$ cat src/rtl/fetch_queue.sv
// ---------------------------------------------------------------------------
// fetch_queue
//   Instruction fetch stage sitting between the PC unit and dual-issue decode.
//   Each cycle it may issue the current PC to instruction memory, captures the
//   returned word one cycle later and buffers {pc, instr} pairs in a DEPTH-entry
//   FIFO. The two oldest entries are presented to decode every cycle.
//
// Ports
//   clk, reset              single clock, synchronous active-high reset
//   pc                      current PC from the PC unit
//   pc_stall                1 = PC unit must hold its PC
//   imem_req / imem_addr    fetch request and address (imem_addr = pc)
//   imem_rdata              instruction word, valid one cycle after imem_req
//   flush                   redirect: drops the queue and any in-flight fetch
//   out0_* / out1_*         oldest / second-oldest entry and their valids
//   dec_take                00 none, 01 slot0, 11 both, 10 ignored
//   count                   current occupancy
// ---------------------------------------------------------------------------
module fetch_queue #(
    parameter int DEPTH = 8,
    parameter int XLEN  = 32,
    parameter int ILEN  = 32
) (
    input  logic                     clk,
    input  logic                     reset,
    input  logic [XLEN-1:0]          pc,
    output logic                     pc_stall,
    output logic                     imem_req,
    output logic [XLEN-1:0]          imem_addr,
    input  logic [ILEN-1:0]          imem_rdata,
    input  logic                     flush,
    output logic                     out0_valid,
    output logic [XLEN-1:0]          out0_pc,
    output logic [ILEN-1:0]          out0_instr,
    output logic                     out1_valid,
    output logic [XLEN-1:0]          out1_pc,
    output logic [ILEN-1:0]          out1_instr,
    input  logic [1:0]               dec_take,
    output logic [$clog2(DEPTH):0]   count
);

    localparam int AW = $clog2(DEPTH);

    // Pointers and bookkeeping
    logic [AW-1:0]   head;
    logic [AW-1:0]   tail;
    logic [AW-1:0]   head_p1;
    logic            inflight;
    logic [XLEN-1:0] req_pc;

    // Entry storage; contents are don't-care until written, so no reset.
    logic [XLEN-1:0] pc_mem    [DEPTH];
    logic [ILEN-1:0] instr_mem [DEPTH];

    logic            enq;
    logic [1:0]      deq;
    logic [AW+1:0]   used;

    // ------------------------------------------------------------------
    // Credit check: an entry slot is reserved for every in-flight fetch,
    // so a returning word always has room. This cycle's dequeue is not
    // counted, which keeps the request path off the decode timing path.
    // ------------------------------------------------------------------
    assign used      = {1'b0, count} + (AW+2)'(inflight);
    assign imem_req  = !reset && !flush && (used < (AW+2)'(DEPTH));
    assign pc_stall  = !imem_req;
    assign imem_addr = pc;

    // A response landing in a flush or reset cycle is squashed.
    assign enq = inflight && !flush && !reset;

    // ------------------------------------------------------------------
    // Output slots: plain reads of registered state, no bypass from the
    // incoming response.
    // ------------------------------------------------------------------
    assign head_p1    = head + AW'(1);
    assign out0_valid = (count >= (AW+1)'(1));
    assign out1_valid = (count >= (AW+1)'(2));
    assign out0_pc    = pc_mem[head];
    assign out0_instr = instr_mem[head];
    assign out1_pc    = pc_mem[head_p1];
    assign out1_instr = instr_mem[head_p1];

    // Taking an invalid slot is silently ignored; 10 never pops.
    always_comb begin
        deq = 2'd0;
        case (dec_take)
            2'b01:   deq = {1'b0, out0_valid};
            2'b11:   deq = {1'b0, out0_valid} + {1'b0, out1_valid};
            default: deq = 2'd0;
        endcase
    end

    // ------------------------------------------------------------------
    // Control state
    // ------------------------------------------------------------------
    always_ff @(posedge clk) begin
        if (reset || flush) begin
            head     <= '0;
            tail     <= '0;
            count    <= '0;
            inflight <= 1'b0;
            req_pc   <= '0;
        end else begin
            assert (used <= (AW+2)'(DEPTH));
            inflight <= imem_req;
            if (imem_req) begin
                req_pc <= pc;
            end
            if (enq) begin
                tail <= tail + AW'(1);
            end
            head  <= head + AW'(deq);
            count <= count + (AW+1)'(enq) - (AW+1)'(deq);
        end
    end

    // ------------------------------------------------------------------
    // Entry storage write
    // ------------------------------------------------------------------
    always_ff @(posedge clk) begin
        if (enq) begin
            pc_mem[tail]    <= req_pc;
            instr_mem[tail] <= imem_rdata;
        end
    end

endmodule

$ cat config.mk
export PLATFORM = sky130hd
export DESIGN_NAME = fetch_queue
export DESIGN_NICKNAME = d
export VERILOG_FILES = /design/src/rtl/fetch_queue.sv
export SDC_FILE = /design/constraint.sdc
export NUM_CORES = 1
export LEC_CHECK = 0
export CAP_MARGIN = 20
export CORE_MARGIN = 8
export CORE_UTILIZATION = 54
export CTS_BUF_LIST = sky130_fd_sc_hd__clkbuf_2 sky130_fd_sc_hd__clkbuf_4 sky130_fd_sc_hd__clkbuf_8
export DETAILED_ROUTE_END_ITERATION = 10
export PLACE_DENSITY = 0.76
export SLEW_MARGIN = 20
export SYNTH_ARGS = -nofsm -noshare
export SYNTH_HDL_FRONTEND = slang
export SYNTH_SLANG_ARGS = --single-unit
$ cat constraint.sdc
create_clock -name clk -period 7.7 [get_ports clk]
set_input_delay 1.925 -clock clk [delete_from_list [all_inputs] [get_ports clk]]
set_output_delay 1.925 -clock clk [all_outputs]
set_load 0.05 [all_outputs]
## Yosys cells after proc, flatten, opt, wreduce, memory -nomap -nowiden

Memories as Yosys holds them, arrays and structs flattened. A register that Yosys moved wholly into a read port is not among the register bits.
Cells that the tools add are included.

| operators by class | value |
|---|---|
| bitwise operators | 0 |
| shift-type cells | 0 |
| reduce and logical (&&, ||, !) cells | 8 |
| eq/ne operators | 2 |
| divide/modulo/power cells | 0 |
| add/subtract/negate cells | 7 |
| muxes and demuxes | 5 |
| multiply operators | 0 |
| order comparisons | 3 |

Operators with widths:

| kind | count |
|---|---|
| $add A3 B1 Y3 const B | 2 |
| $mux W3 | 2 |
| $add A4 B1 Y5 | 1 |
| $lt A5 B4 Y1 const B | 1 |
| $add A4 B1 Y4 | 1 |
| $ge A4 B1 Y1 const B | 1 |
| $ge A4 B2 Y1 const B | 1 |
| $logic_and A1 B1 Y1 | 4 |
| $pmux W2 S2 | 1 |
| $sub A4 B2 Y4 | 1 |
| $add A3 B2 Y3 | 1 |
| $logic_not A1 Y1 | 3 |
| $add A1 B1 Y2 | 1 |
| $eq A2 B1 Y1 const B | 1 |
| $eq A2 B2 Y1 const B | 1 |
| $mux W1 | 2 |
| $logic_or A1 B1 Y1 | 1 |

| word-level totals | value |
|---|---|
| bits in registers | 43 |
| bits of input ports | 69 |
| memories kept | 2 |
| bits in latches | 0 |
| output and inout bits | 168 |
| memory bits (read-only) | 0 |
| memory bits (writable) | 512 |

Memories:

| memory | words | width | read ports | clocked after Yosys merged registers in | write ports | line | source |
|---|---|---|---|---|---|---|---|
| instr_mem | 8 | 32 | 2 | 1 | 1 | 53 | `logic [ILEN-1:0] instr_mem [DEPTH];` |
| pc_mem | 8 | 32 | 2 | 1 | 1 | 52 | `logic [XLEN-1:0] pc_mem [DEPTH];` |

## Depth between registers and ports, before layout

| logic depth | value |
|---|---|
| depth after elaboration | 5 |
| depth in mapped cells | 14 |
| depth with buffers taken out | 14 |

## Least setup slack after synthesis

Ideal clock, no wire load.

| path | value |
|---|---|
| path kind | input port to flip-flop |
| start point | input flush |
| end point | memory instr_mem[5][0], enable pin |
| slack | 0.218 ns |
| data arrival time | 6.918 ns |
| data required time | 7.135 ns |
| cell stages on the path | 4 |
| setup time | 0.565 ns |
| cells stage by stage | nor2_1 -> clkbuf_1 -> nand2_1 -> nor3_1 |

| on the way | value |
|---|---|
| cells in the longest elaborated chain, start to end | 5 |

RTL lines:

| element | line | source |
|---|---|---|
| start: declaration | 31 | `input logic flush,` |
| $logic_not A1 Y1 | 70 | `assign enq = inflight && !flush && !reset;` |
| $logic_and A1 B1 Y1 (2 in a row) | 70 |  |
| $mux W1 | 122 | `if (enq) begin` |
| $mux W1 (implied by the code) | 124 | `instr_mem[tail] <= imem_rdata;` |
| end: declaration | 53 |  |

No other way between the ends.

## Final worst setup path

| path | value |
|---|---|
| start point | register head[0] |
| end point | output out1_pc[31] |

| on the way | value |
|---|---|
| cells in the longest elaborated chain, start to end | 2 |

RTL lines:

| element | line | source |
|---|---|---|
| start: declaration | 45 | `logic [AW-1:0] head;` |
| start signal: assignment | 113 | `head <= head + AW'(deq);` |
| $add A3 B1 Y3 | 76 | `assign head_p1 = head + AW'(1);` |
| $mem_v2 Z8 W32 | - |  |
| end: declaration | 36 | `output logic [XLEN-1:0] out1_pc,` |

No other way between the ends.

==> run metrics <==
Slew HR=31.2%; clock slew at reported path FFs=60 ps; Synth Register Bits=555; crit path cell chain=ha_4, buf_12, mux4_2, mux2_2, clkdlybuf4s50_1; fin crit share=78.7%; Post-synth EDFFs=512; pre-CTS setup slack=1900 ps; total power draw=7.87 mW; final critical-path required period=6060 ps; power share of the combinational group=23.8%; TritonCTS clock tree=done; RSZ-0062 raised after global routing=false; Final Hold Viols=0; GRT Resource Usage Total=20.8%; WS Path Type=flop to output pin; die area=53,800 um2; CP max stage cell=clkdlybuf4s50_1; actual slew at the worst max-slew pin=1030 ps; CTS Buf Count=87; CTS H-tree lvls=3; Root Driver=clkbuf_8; Critical Path End Type=output pin; Finished Cell Area=29,800 um2; Critical Path RT=5780 ps; DP Cell Count=1,972; CP Buf/Inv Count=2; 1st-iter DRT viols=854; largest net degree at the start of global routing=130; Antenna Nets Post-Route=0; Setup TNS=0 ps; area grow syn2layout=18.3%; Crit Path Max Fanout=64; leak pwr=9.53 nW; switch share=28.6%; Min Hold Slack=550 ps; DIE WIDTH=232 um; top_reg_cell synth=edfxtp_1; FFs w/ async S/R, synth=0%; vias=13,004; Setup-failing EPs final=0; clk_lat worst skew=660 ps; Max stage delay on crit path=720 ps; Row Count=79; top cells by area in the synthesized netlist=edfxtp_1 (61%), mux4_2 (23%), mux2_2 (5.7%); Overflow after GRT=0; final-stage net count=1,537; Worst Setup SP=head[0]$_SDFF_PP0_; Hold Path Class=flop to flop; Flop pwr share=43.6%; placed inst area=28,000 um2; synthesized instance count=1,215; sequential area share after synthesis=64.5%; maximum root-to-sink buffer count=3; peak supply drop=0.000248 V; Routed WL=55,400 um; postcts setup bufs=0; Post-Layout Cell Count=2,133; die height=232 um; Initial Util=54.5%; DR DRC count=0; commonest cells in the netlist=edfxtp_1 (512), mux4_2 (256), mux2_2 (128); mapped cell area=25,200 um2; Yosys top cell by area=edfxtp_1; Worst setup SP type=flop; initial antenna violation count=1; 1st-pass router iterations=5; Synth Warn #=0; power share of the clock group=32.6%; crit path DAT=4130 ps; RD Place Congestion=0.739; Max-cap violations=0; Core Util, Final=64.4%; Final Skew=34.4 ps; dpl hpwl=32,200 um; hold bufs inserted after CTS=0; Final Slew Violations=0; most numerous cell in the Yosys netlist=edfxtp_1; port bufs=236; power per standard cell area=264 nW/um2; vias per inst=6.10; total internal power=5.62 mW; global-route wire length before repair=84,300 um; IO Pins=237; Clock Sinks=555; FF-to-FF Start=count[2]$_SDFF_PP0_; post-cts resize count=0; Worst Setup Slack, final=1640 ps; Peak Freq=165 MHz; R2R setup slack=4940 ps; Antenna diodes=0; vias in the first global route=14,027; layout cells sized above 1=37.7%; crit-path leading delay family=buffers and inverters; top cell type's share of synthesized area=61.0%; syn nets=1,298; routed length per instance=26.0 um; core box area=46,300 um2; Post-Syn Area per Cell=20.7 um2; HP Start=req_pc[18]$_SDFFE_PP0P_; Synth cell types=28; Psw=2.25 mW; status=completed
path summary, 6_finish.rpt:
check,to,depth (start not counted)
worst max-delay path,out1_pc[31],5
worst min-delay path,req_pc[18]$_SDFFE_PP0P_,2
worst min register to register,req_pc[18]$_SDFFE_PP0P_,2
worst max register to register,count[2]$_SDFF_PP0_,13
registers in the layout, summed over array words and instances (netlist names):
| register | flops |
|---|---|
| req_pc | 32 |
| count | 4 |
| pc_mem | 256 |
| tail | 3 |
| head | 3 |
| inflight | 1 |
| instr_mem | 256 |
power groups by stage:
stage / registers [mW] / logic, mW / clock network (mW)
after floorplan: 3.48 / 1.40 / 0
after global placement: 3.49 / 1.88 / 0
after detailed placement: 3.49 / 1.90 / 0
after CTS: 3.43 / 1.91 / 2.62
after global routing: 3.44 / 1.99 / 2.74
final: 3.43 / 1.88 / 2.56
final cells by class:
| class | count | area (um2) |
|---|---|---|
| sequential | 555 | 16200 |
| clock buffer | 127 | 1570 |
| multi-input combinational | 509 | 8190 |
| clock inverter | 34 | 269 |
| tap | 607 | 759 |
| fill | 3121 | 16500 |
| timing repair buffer | 262 | 2620 |
| inverter | 39 | 146 |
cells by family (layout without fill, tap and decap cells):
kind of cell               count (synthesis)  in the layout  share of synthesized area (%)
adders and majority gates                 14             14                          0.755
and+or+nand+nor                           67             67                           1.16
xor gates and xnor gates                   6              6                          0.209
muxes                                    417            417                           29.9
AOI/OAI and AO/OA                          5              5                          0.129
DFF                                      555            555                           64.5
buffers and inverters                    151            462                           3.37
metal layers:
metal  vias up  track usage [%]  wire (um)
met3        75             4.80       3940
met1      6914             27.1      22500
met4         2             6.47       1000
li1       5544                -          -
met5         -                0         11
met2       469             34.6      28000
worst reg2reg max path: cells and delay by family, from the launching register on:
family / cells / cell delay (ps)
fa+ha+maj: 5 / 1420
flops: 1 / 390
simple gates: 3 / 300
compound gates: 2 / 250
buf+inv: 2 / 150
xor+xnor: 1 / 150
layout by cell type, fill, tap and decap left out, drive strengths merged:
master	synthesis	routed
and2	4	4
fa	2	2
dfxtp	43	43
a21o	1	1
or3	1	1
nand3	3	3
clkdlybuf4s50	0	236
or2	1	1
nand4	2	2
nand2b	4	4
mux2i	33	33
xor2	2	2
nand2	38	38
clkbuf	10	127
clkinv	0	25
clkinvlp	0	5
mux2	128	128
ha	12	12
a21oi	2	2
xnor2	4	4
o211a	1	1
buf	102	26
bufinv	0	4
inv	39	39
mux4	256	256
o21ai	1	1
edfxtp	512	512
nor3	6	6
nor2	8	8
(Power assumes the default switching activity.)
